$ cat config.mk
export PLATFORM = sky130hd
export DESIGN_NAME = icache_refill_ctrl_flat
export DESIGN_NICKNAME = d
export VERILOG_FILES = /design/src/rtl/icache_refill_ctrl_if.sv /design/src/rtl/icache_refill_ctrl.sv /design/src/flat_wrapper.sv
export SDC_FILE = /design/constraint.sdc
export NUM_CORES = 1
export LEC_CHECK = 0
export CAP_MARGIN = 20
export CORE_ASPECT_RATIO = 1.4
export CORE_UTILIZATION = 44
export DETAILED_ROUTE_END_ITERATION = 12
export GPL_ROUTABILITY_DRIVEN = 0
export PLACE_DENSITY = 0.84
export SYNTH_ARGS = -nofsm -noshare
export SYNTH_HDL_FRONTEND = slang
export SYNTH_SLANG_ARGS = --single-unit
$ cat constraint.sdc
create_clock -name clk -period 2.4 [get_ports clk]
set_input_delay 0.48 -clock clk [delete_from_list [all_inputs] [get_ports clk]]
set_output_delay 0.48 -clock clk [all_outputs]
set_load 0.03 [all_outputs]
$ cat src/rtl/icache_refill_ctrl_if.sv
// icache_refill_ctrl_if: read handshake between the refill controller and next-level instruction memory
interface icache_refill_ctrl_if;
  logic        mem_req;
  logic [31:0] mem_addr;
  logic        mem_ack;
  logic [31:0] mem_rdata;
  modport master (output mem_req, mem_addr, input mem_ack, mem_rdata);
  modport slave (input mem_req, mem_addr, output mem_ack, mem_rdata);
endinterface

$ cat src/rtl/icache_refill_ctrl.sv
// icache_refill_ctrl: miss detection, 4-beat line refill and fill strobe for the instruction cache
module icache_refill_ctrl #(
  parameter int TAG_W = 27,
  parameter int SET_W = 3,
  parameter int CNT_W = 16
) (
  input  logic                 clk,
  input  logic                 reset,
  input  logic                 fetch_valid,
  input  logic [31:0]          pc,
  input  logic                 hit,
  input  logic [1:0]           victim_way,
  output logic                 stall,
  icache_refill_ctrl_if.master mem,
  output logic                 fill_en,
  output logic [SET_W-1:0]     fill_set,
  output logic [1:0]           fill_way,
  output logic [TAG_W-1:0]     fill_tag,
  output logic [127:0]         fill_data,
  output logic [CNT_W-1:0]     miss_count
);
  typedef enum logic [1:0] {IDLE, REQ, FILL, REPLAY} state_t;
  state_t state, state_nx;
  logic [29:0] base;
  logic [1:0] beat;
  logic miss, last_beat, unused;
  assign miss = fetch_valid & ~hit;
  assign last_beat = mem.mem_ack & (beat == 2'd3);
  assign unused = ^pc[1:0];
  assign mem.mem_addr = {base, beat};
  // state register
  always_ff @(posedge clk or negedge reset) begin
    if (!reset) state <= IDLE;
    else state <= state_nx;
  end
  // next state, stall and strobes
  always_comb begin
    state_nx = state == IDLE ? (miss ? REQ : IDLE) :
               state == REQ ? (last_beat ? FILL : REQ) :
               state == FILL ? REPLAY : IDLE;
    stall = state == IDLE ? miss : 1'b1;
    mem.mem_req = state == REQ;
    fill_en = state == FILL;
  end
  // latch miss context, assemble the line beat by beat, count misses
  always_ff @(posedge clk or negedge reset) begin
    if (!reset) begin
      base <= '0;
      beat <= '0;
      fill_set <= '0;
      fill_way <= '0;
      fill_tag <= '0;
      fill_data <= '0;
      miss_count <= '0;
    end else begin
      if (state == IDLE && miss) begin
        base <= pc[31:2];
        beat <= '0;
        fill_set <= pc[2 +: SET_W];
        fill_tag <= pc[2+SET_W +: TAG_W];
        fill_way <= victim_way;
        miss_count <= &miss_count ? miss_count : miss_count + 1'b1;
      end
      if (state == REQ && mem.mem_ack) begin
        fill_data[{beat, 5'd0} +: 32] <= mem.mem_rdata;
        beat <= beat + 1'b1;
      end
    end
  end
endmodule

$ cat src/flat_wrapper.sv
// flat-port wrapper written by rule: the top's interface ports become plain ports
module icache_refill_ctrl_flat 
#(
  parameter int TAG_W = 27,
  parameter int SET_W = 3,
  parameter int CNT_W = 16
)
  (clk, reset, fetch_valid, pc, hit, victim_way, stall, fill_en, fill_set, fill_way, fill_tag, fill_data, miss_count, mem_mem_req, mem_mem_addr, mem_mem_ack, mem_mem_rdata);
  icache_refill_ctrl_if mem_i ();
  input  logic clk;
  input  logic reset;
  input  logic fetch_valid;
  input  logic [31:0] pc;
  input  logic hit;
  input  logic [1:0] victim_way;
  output logic stall;
  output logic fill_en;
  output logic [SET_W-1:0] fill_set;
  output logic [1:0] fill_way;
  output logic [TAG_W-1:0] fill_tag;
  output logic [127:0] fill_data;
  output logic [CNT_W-1:0] miss_count;
  output wire logic [$bits(mem_i.mem_req)-1:0] mem_mem_req;
  output wire logic [$bits(mem_i.mem_addr)-1:0] mem_mem_addr;
  input wire logic [$bits(mem_i.mem_ack)-1:0] mem_mem_ack;
  input wire logic [$bits(mem_i.mem_rdata)-1:0] mem_mem_rdata;
  assign mem_mem_req = mem_i.mem_req;
  assign mem_mem_addr = mem_i.mem_addr;
  assign mem_i.mem_ack = mem_mem_ack;
  assign mem_i.mem_rdata = mem_mem_rdata;
  icache_refill_ctrl #(.TAG_W(TAG_W), .SET_W(SET_W), .CNT_W(CNT_W)) u_core (.clk(clk), .reset(reset), .fetch_valid(fetch_valid), .pc(pc), .hit(hit), .victim_way(victim_way), .stall(stall), .mem(mem_i), .fill_en(fill_en), .fill_set(fill_set), .fill_way(fill_way), .fill_tag(fill_tag), .fill_data(fill_data), .miss_count(miss_count));
endmodule
# Word level (Yosys, flattened, before mapping)

Index checks and enable logic that the tools add are counted.

Equality and inequality tests: 3
Reduce and logical (&&, ||, !) cells: 6
Shift-type cells: 2
Add/sub/neg operators: 3
Bitwise logic cells: 4
Multiplexer cells: 9

Operators with widths:

| operator                                               | number |
|---|---|
| bitwise mux 128 bit                                    | 1 |
| variable shift 32 x 9 -> 128 bit, first input constant | 1 |
| variable part select 32 x 9 -> 128 bit                 | 1 |
| adder 16 x 1 -> 16 bit, second input constant          | 1 |
| AND reduction 16 bit                                   | 1 |
| 2-to-1 mux 2 bit                                       | 6 |
| negation 7 -> 9 bit                                    | 1 |
| == test 2 bit, second input constant                   | 2 |
| adder 2 x 1 -> 2 bit, second input constant            | 1 |
| bitwise AND 1 bit                                      | 2 |
| == test 2 x 1 -> 1 bit, second input constant          | 1 |
| logical AND 1 bit                                      | 2 |
| logical NOT 2 bit                                      | 1 |
| 2-to-1 mux 1 bit                                       | 2 |
| inverter 1 bit                                         | 2 |
| AND reduction 2 bit                                    | 1 |
| nonzero test 2 bit                                     | 1 |

Register bits after elaboration: 210
Logic and storage cells: 35
Input port bits: 71
Output and inout bits: 211

# Depth between registers and ports, before layout

Gate-level depths: netlist of the first run.

Depth in word-level cells: 5
Depth in mapped cells: 8
Gate-level depth less buffers: 6

# Least setup slack after synthesis of the first run

Ideal clock, no wire load.

Path kind: register -> register
From: register u_core.beat[0]
To: register u_core.fill_data[103]
Clock period less this slack: 2.153 ns
Library setup time: 0.066 ns
Slack: 0.247 ns
Data required time: 2.334 ns
Path buffers: 1
Cell stages (with the launch flop): 8
Arrival: 2.087 ns
Cells stage by stage: dfrtp_1 inv_1 ha_1 nand2b_1 nor4b_4 nor2b_1 buf_2 a22o_1

Word-level cells in the longest chain between the ends: 3
Elaborated cells between the ends (all ways): 4
Classes of those cells: add/sub: 1; shift: 2; mux: 1

Ends and longest elaborated chain:

| item                                                                                              | RTL line                 | source |
|---|---|---|
| from (decl)                                                                                       | icache_refill_ctrl.sv:25 | `logic [1:0] beat;` |
| from (signal assigned)                                                                            | icache_refill_ctrl.sv:66 | `beat <= beat + 1'b1;` |
| negation 7 -> 9 bit *                                                                             | icache_refill_ctrl.sv:65 | `fill_data[{beat, 5'd0} +: 32] <= mem.mem_rdata;` |
| variable part select 32 x 9 -> 128 bit / variable shift 32 x 9 -> 128 bit (equally long branches) | icache_refill_ctrl.sv:65 |  |
| bitwise mux 128 bit *                                                                             | icache_refill_ctrl.sv:65 |  |
| to (signal, indexed assignment)                                                                   | icache_refill_ctrl.sv:65 |  |
| to (decl)                                                                                         | icache_refill_ctrl.sv:19 | `output logic [127:0] fill_data,` |

Mark *: on every way between the ends. The rest lies on a longest branch, timed or not.
A chain may end at the register's enable or synchronous reset.

# Worst setup path after layout of the first run

From: register u_core.state[0]
To: output port mem_mem_req

Word-level cells in the longest chain between the ends: 1

Ends and longest elaborated chain:

| item                   | RTL line                 | source |
|---|---|---|
| from (decl)            | icache_refill_ctrl.sv:23 | `state_t state, state_nx;` |
| from (signal assigned) | icache_refill_ctrl.sv:34 | `else state <= state_nx;` |
| == test 2 x 1 -> 1 bit | icache_refill_ctrl.sv:42 | `mem.mem_req = state == REQ;` |
| to (decl)              | flat_wrapper.sv:23       | `output wire logic [$bits(mem_i.mem_req)-1:0] mem_mem_req;` |

Every way passes these cells.

==> out/results.ini, run 1 <==
[outcome]
outcome = finished clean

[worst_setup_path]
arrival_ns = 1.86
crit_type = flop to output port
endpoint_kind = output port
crit_required_ns = 1.92
cp_slowest_cell = clkdlybuf4s50_1
critPathMaxStageDelay_ns = 0.72
critPathMaxFanout = 5
cp_cell_sequence = nor2b_1 -> clkdlybuf4s50_1
critPathLaunchType = flop

[grt]
grt_pass1_wl_mm = 32.9
grt_antenna_before_repair = 0
grt_pass1_vias = 6187
grt-ovfl-total = 0
grt_util_all_layers = 0.245
grt_max_degree = 79

[logic_synthesis]
synth.avg_cell_area_um2 = 10.5
synthCells = 690
syn_area_um2 = 7260
syn_nets = 767
ys_ff_latch = 180
ys_seq_area_frac = 0.620
synth_top_area_frac = 0.620
yosysUniqueCellTypes = 33
synthTopCellsByArea = dfrtp_1 (62%), nand2_1 (12%), a22o_1 (7.7%), o21ai_0 (4.6%), buf_4 (3.2%)
yosysTopAreaCell = dfrtp_1
yosys_warnings = 0

[floorplan]
dieArea_um2 = 17000
die_h_um = 154
num_rows = 55
core_area_um2 = 16200
boundaryPins = 282
initial_core_util = 0.449
die_w_um = 111

[placed_design]
hpwlAfterDp_mm = 14.2
io_buffers = 279
dp_slack_ns = 0.0567

[clocking]
cts.htree.levels = 4
clk_latency_ns = 0.41
clk_pin_slew_ns = 0.07
cts_inserted_buffers = 17
cts_root_buf = clkbuf_16
cts_tree = done
cts_buffer_depth = 2
cts_sinks = 180

[worst_hold_path]
worst_hold_path_type = flop to flop

[power_and_ir_drop]
p_leak_uw = 0.00487
total_power_uw = 15300
peakVddDrop_v = 0.000767
power_density_nw_per_um2 = 1410

[final_layout]
finish.utilization = 0.667
fill_cells = 1246
area_delta_synth_final_pct = 48.7
layout_common_cells = clkdlybuf4s50_1 (277), nand2_1 (232), dfrtp_1 (180), o21ai_0 (66), a22o_1 (64)
final_common_cell = clkdlybuf4s50_1
diodes = 0
nets = 1023
drive_gt1_frac = 0.0699

[timing]
tightestPinTransition_ns = 0.590
min_period_ns = 2.34
slew_headroom = 0.604
setup_ws_ns = 0.0567
slew_viol_final = 0
setup-tns-final_ns = 0
fmax_ghz = 0.427
period_share = 0.976
clock-skew-final_ns = 0.0121
rsz0062_at_grt = no
finalHoldViolCount = 0
setup_violations = 0

[routing]
wire_per_inst_um = 17.4
wirelength_mm = 20.2
via_count = 6005
drt_iter0_drc = 358
drt_pass1_iterations = 5
ant_nets = 0
drcViolationCount = 0
viasPerCell = 5.19

[job]
maxCapViolations = 0

==> cell type report <==
cell class | count | area [um2] | share of cell area
clock buffer | 18 | 429 | 0.0398
sequential | 180 | 4500 | 0.417
tap | 199 | 249 | 0.0231
clock inverter | 13 | 171 | 0.0159
inverter | 7 | 26.3 | 0.00243
multi-input combinational | 435 | 2360 | 0.218
timing repair buffer | 305 | 3060 | 0.283
==> timing repair <==
item,4_1_cts,5_1_grt
resized for setup,0,1
setup buffers,0,0
endpoints found under the hold margin,33,0
hold buffers,1,0
setup endpoints to repair,0,1
==> state kept, by name (all words and copies together) (netlist names), named ones only <==
signal / flops
u_core.base: 30
u_core.fill_way: 2
u_core.state: 1
u_core.fill_data: 128
u_core.miss_count: 16
u_core.beat: 2
==> path summary, 6_finish.rpt <==
| kind | start | end | slack (ns) | cells past startpoint |
|---|---|---|---|---|
| worst min register to register | u_core.fill_data[41] | u_core.fill_data[41] | 0.48 | 2 |
| min in group asynchronous | reset | u_core.fill_data[93] | 0.52 | 2 |
| worst max-delay path | u_core.state[0] | mem_mem_req | 0.06 | 2 |
| worst max register to register | u_core.beat[0] | u_core.fill_data[105] | 0.26 | 6 |
| max in group asynchronous | reset | u_core.fill_data[111] | 1.14 | 3 |
| worst min-delay path | u_core.fill_data[41] | u_core.fill_data[41] | 0.48 | 2 |
==> worst max-delay path: cells and delay by family, from the launching register on <==
family                 cells  cell delay, ns
DFF                        1            0.45
and+or+nand+nor            1            0.28
buffers and inverters      1            0.72
==> synthesized netlist by cell type <==
library cell  count
nor2b_1           3
xnor2_1           2
mux2_2            1
inv_1             7
ha_1              6
nand3_1           6
o31ai_1           1
buf_2             6
nand4_1           4
a21oi_1           1
nand2_2           1
clkbuf_1         30
nand2_1         234
nor2_1            5
nand3b_1          2
nand4_2           1
buf_1             1
and3_1            2
o21ai_0          66
and4_1            1
nor3b_1           1
a22o_1           64
and3b_1           1
buf_4            31
nor4_4            2
o22a_1            1
nor4_1            2
dfrtp_1         180
nor4b_2           1
nor3_1           10
nand2b_1          3
xor2_1           12
nor4b_4           2
==> per-layer routing <==
layer | track usage | up-vias | routed length [um]
li1 | - | 2794 | -
met1 | 0.298 | 2900 | 8010
met2 | 0.412 | 263 | 10100
met3 | 0.0603 | 48 | 1350
met4 | 0.108 | 0 | 732
met5 | 0 | - | 0
==> power breakdown <==
part / total (uW) / internal (uW) / switching, uW
logic: 7530 / 3070 / 4460
registers: 4870 / 4110 / 766
clock network: 2850 / 1650 / 1200
total: 15300 / 8820 / 6430
==> metrics by stage <==
| step | hold slack (ns) | cells | instance area [um2] |
|---|---|---|---|
| floorplan | 0.184 | 690 | 7260 |
| global placement | 0.398 | 1125 | 10200 |
| detailed placement | 0.398 | 1125 | 10200 |
| CTS | 0.484 | 1157 | 10800 |
| global route | 0.504 | 1157 | 10800 |
| finish | 0.479 | 1157 | 10800 |
==> kinds of logic (layout without fill, tap and decap cells) <==
family,Yosys count,in the layout,synth area share
XOR/XNOR,14,14,0.0169
AO/OA/AOI/OAI,133,133,0.126
AND/OR/NAND/NOR,281,281,0.169
flip-flops,180,180,0.620
multiplexers,1,1,0.00155
adder cells (fa/ha/maj),6,6,0.0103
buffers and inverters,75,343,0.0558
Note: power is estimated with default switching activity, not from simulation.
==> run 2: changes to the inputs <==
- CELL_PAD_IN_SITES_DETAIL_PLACEMENT: unset -> 0
- CELL_PAD_IN_SITES_GLOBAL_PLACEMENT: unset -> 2
- CORE_UTILIZATION: 44 -> 26
- PLACE_DENSITY: 0.84 -> unset
- PLACE_DENSITY_LB_ADDON: unset -> 0.2
==> run 2 against run 1 <==
  * Routed wire length is 15% higher
  * First-iteration DRC count is 44% lower
  * Power is 0.29% higher
  * Clock skew is 0.0031 ns lower
==> out/results.ini, run 2 (synthesized netlist as in run 1, its figures left out) <==
[outcome]
outcome = finished clean

[routing]
drcViolationCount = 0  ; unchanged
drt_iter0_drc = 201  ; -44%
wire_per_inst_um = 17.4  ; -0.19%
drt_pass1_iterations = 4  ; -1
wirelength_mm = 23.2  ; +15%
viasPerCell = 4.30  ; -17%
via_count = 5734  ; -4.5%
ant_nets = 0  ; unchanged

[worst_setup_path]
critPathMaxFanout = 2  ; -3
r2r_slack_ns = 0.38  ; +0.12 ns
endpoint_kind = output port
crit_type = primary input to output port
crit_end = stall
reg2reg_depth = 5  ; -1
startpoint = fetch_valid
critPathLaunchType = primary input
r2r-start = u_core.miss_count[0]
arrival_ns = 1.86  ; about the same
r2r_end = u_core.miss_count[1]
crit_required_ns = 1.92  ; about the same

[timing]
fmax_ghz = 0.428  ; +0.25%
whs_ns = 0.476  ; -0.00320 ns
setup_violations = 0  ; unchanged
clock-skew-final_ns = 0.00902  ; -0.00312 ns
min_period_ns = 2.34  ; -0.00591 ns
rsz0062_at_grt = no
finalHoldViolCount = 0  ; unchanged
slew_headroom = 0.668  ; +0.0645
setup-tns-final_ns = 0  ; unchanged
tightestPinTransition_ns = 0.497  ; -0.0923 ns
period_share = 0.974  ; -0.00246
slew_viol_final = 0  ; unchanged

[clocking]
clk_pin_slew_ns = 0.07  ; about the same
clk_latency_ns = 0.43  ; +0.02 ns
cts_tree = done
cts_sinks = 180  ; unchanged
cts_root_buf = clkbuf_16
cts.htree.levels = 4  ; unchanged
cts_inserted_buffers = 17  ; unchanged
cts_buffer_depth = 2  ; unchanged

[job]
maxCapViolations = 0  ; unchanged

[grt]
grt_antenna_before_repair = 1  ; +1
grt_pass1_wl_mm = 35.3  ; +7.2%
grt_pass1_vias = 5725  ; -7.5%
grt_max_degree = 65  ; -18%
grt-ovfl-total = 0  ; unchanged
grt_util_all_layers = 0.168  ; -0.0768

[floorplan]
die_h_um = 200  ; +30%
boundaryPins = 282  ; unchanged
num_rows = 72  ; +31%
initial_core_util = 0.263  ; -0.186
die_w_um = 143  ; +30%
dieArea_um2 = 28600  ; +68%
core_area_um2 = 27600  ; +70%

[final_layout]
layout_common_cells = clkdlybuf4s50_1 (276), nand2_1 (232), dfrtp_1 (180), o21ai_0 (66), a22o_1 (64)
final_common_cell = clkdlybuf4s50_1
regMostFlops = u_core.fill_data
largest_reg_flops = 128  ; unchanged
finish.utilization = 0.402  ; -0.265
largestRegisters = u_core.fill_data: 128 flops, u_core.base: 30 flops, u_core.miss_count: 16 flops
area_delta_synth_final_pct = 52.7
nets = 1027  ; +0.39%
layout.cells.non_filler = 1332  ; +15%
drive_gt1_frac = 0.0739  ; +0.00394

[placed_design]
place_inst = 1300  ; +16%
hpwlAfterDp_mm = 16.4  ; +16%
io_buffers = 279  ; unchanged

[worst_hold_path]
worst_hold_path_type = flop to flop
holdPathStages = 2  ; unchanged

[power_and_ir_drop]
peakVddDrop_v = 0.000548  ; -29%
power_density_nw_per_um2 = 1380  ; -2.3%
p_leak_uw = 0.00492  ; +1.1%

[run 2: worst min path at each step]
stage / startpoint / to / slack (ns)
floorplan: reset / asynchronous set/reset pin / 0.18
detailed placement: u_core.fill_way[0] / u_core.fill_way[0] / 0.47
CTS: u_core.fill_way[0] / u_core.fill_way[0] / 0.48
global route: u_core.fill_data[0] / u_core.fill_data[0] / 0.50
global placement: u_core.fill_way[0] / u_core.fill_way[0] / 0.46
finish: u_core.fill_way[0] / u_core.fill_way[0] / 0.48
[run 2: per-layer routing]
metal	part of all wire	up-vias	routed length, um	track usage
li1	-	2805	-	-
met1	0.40	2756	9280	0.197
met2	0.53	157	12200	0.289
met3	0.061	16	1400	0.0527
met4	0.013	0	307	0.0559
met5	0	-	0	0
[run 2: timing repair]
action	in CTS	in global routing
endpoints found under the hold margin	2	0
setup buffers	0	0
gates resized for setup	0	2
hold buffers	1	0
setup endpoints to repair	0	2
[run 2: area by class of cell]
type                    count  area [um2]
fillers                  2772       16500
flip-flops and latches    180        4500
repair buffers            309        3130
multi-input cells         435        2360
clock buffers              23         508
well taps                 370         463
clock inverters             7        95.1
inverters                   7        26.3
diodes                      1        2.50
[run 2: stage by stage]
step	setup slack (ns)	cell area, um2	power [uW]
2_1_floorplan	0.247	7260	9240
3_3_place_gp	0.0739	10500	12600
3_5_place_dp	0.0829	10500	12600
4_1_cts	0.000257	11100	15600
5_1_grt	0.00316	11100	16200
6_report	0.0626	11100	15300
[run 2: worst max-delay path, cell delays in order]
cell,delay (ns)
clkdlybuf4s50_1,0.47
inv_1,0.04
o21ai_0,0.17
clkdlybuf4s50_1,0.70
[run 2: report_power, final]
part	switching [uW]	internal, uW
Combinational	4500	3080
Sequential	725	4110
Clock	1190	1690
Total	6410	8880
==> run 3: changes to the inputs <==
- CAP_MARGIN: 20 -> unset
==> results of run 3 <==
Final layout, timing and power as in run 2 (identical DEF).
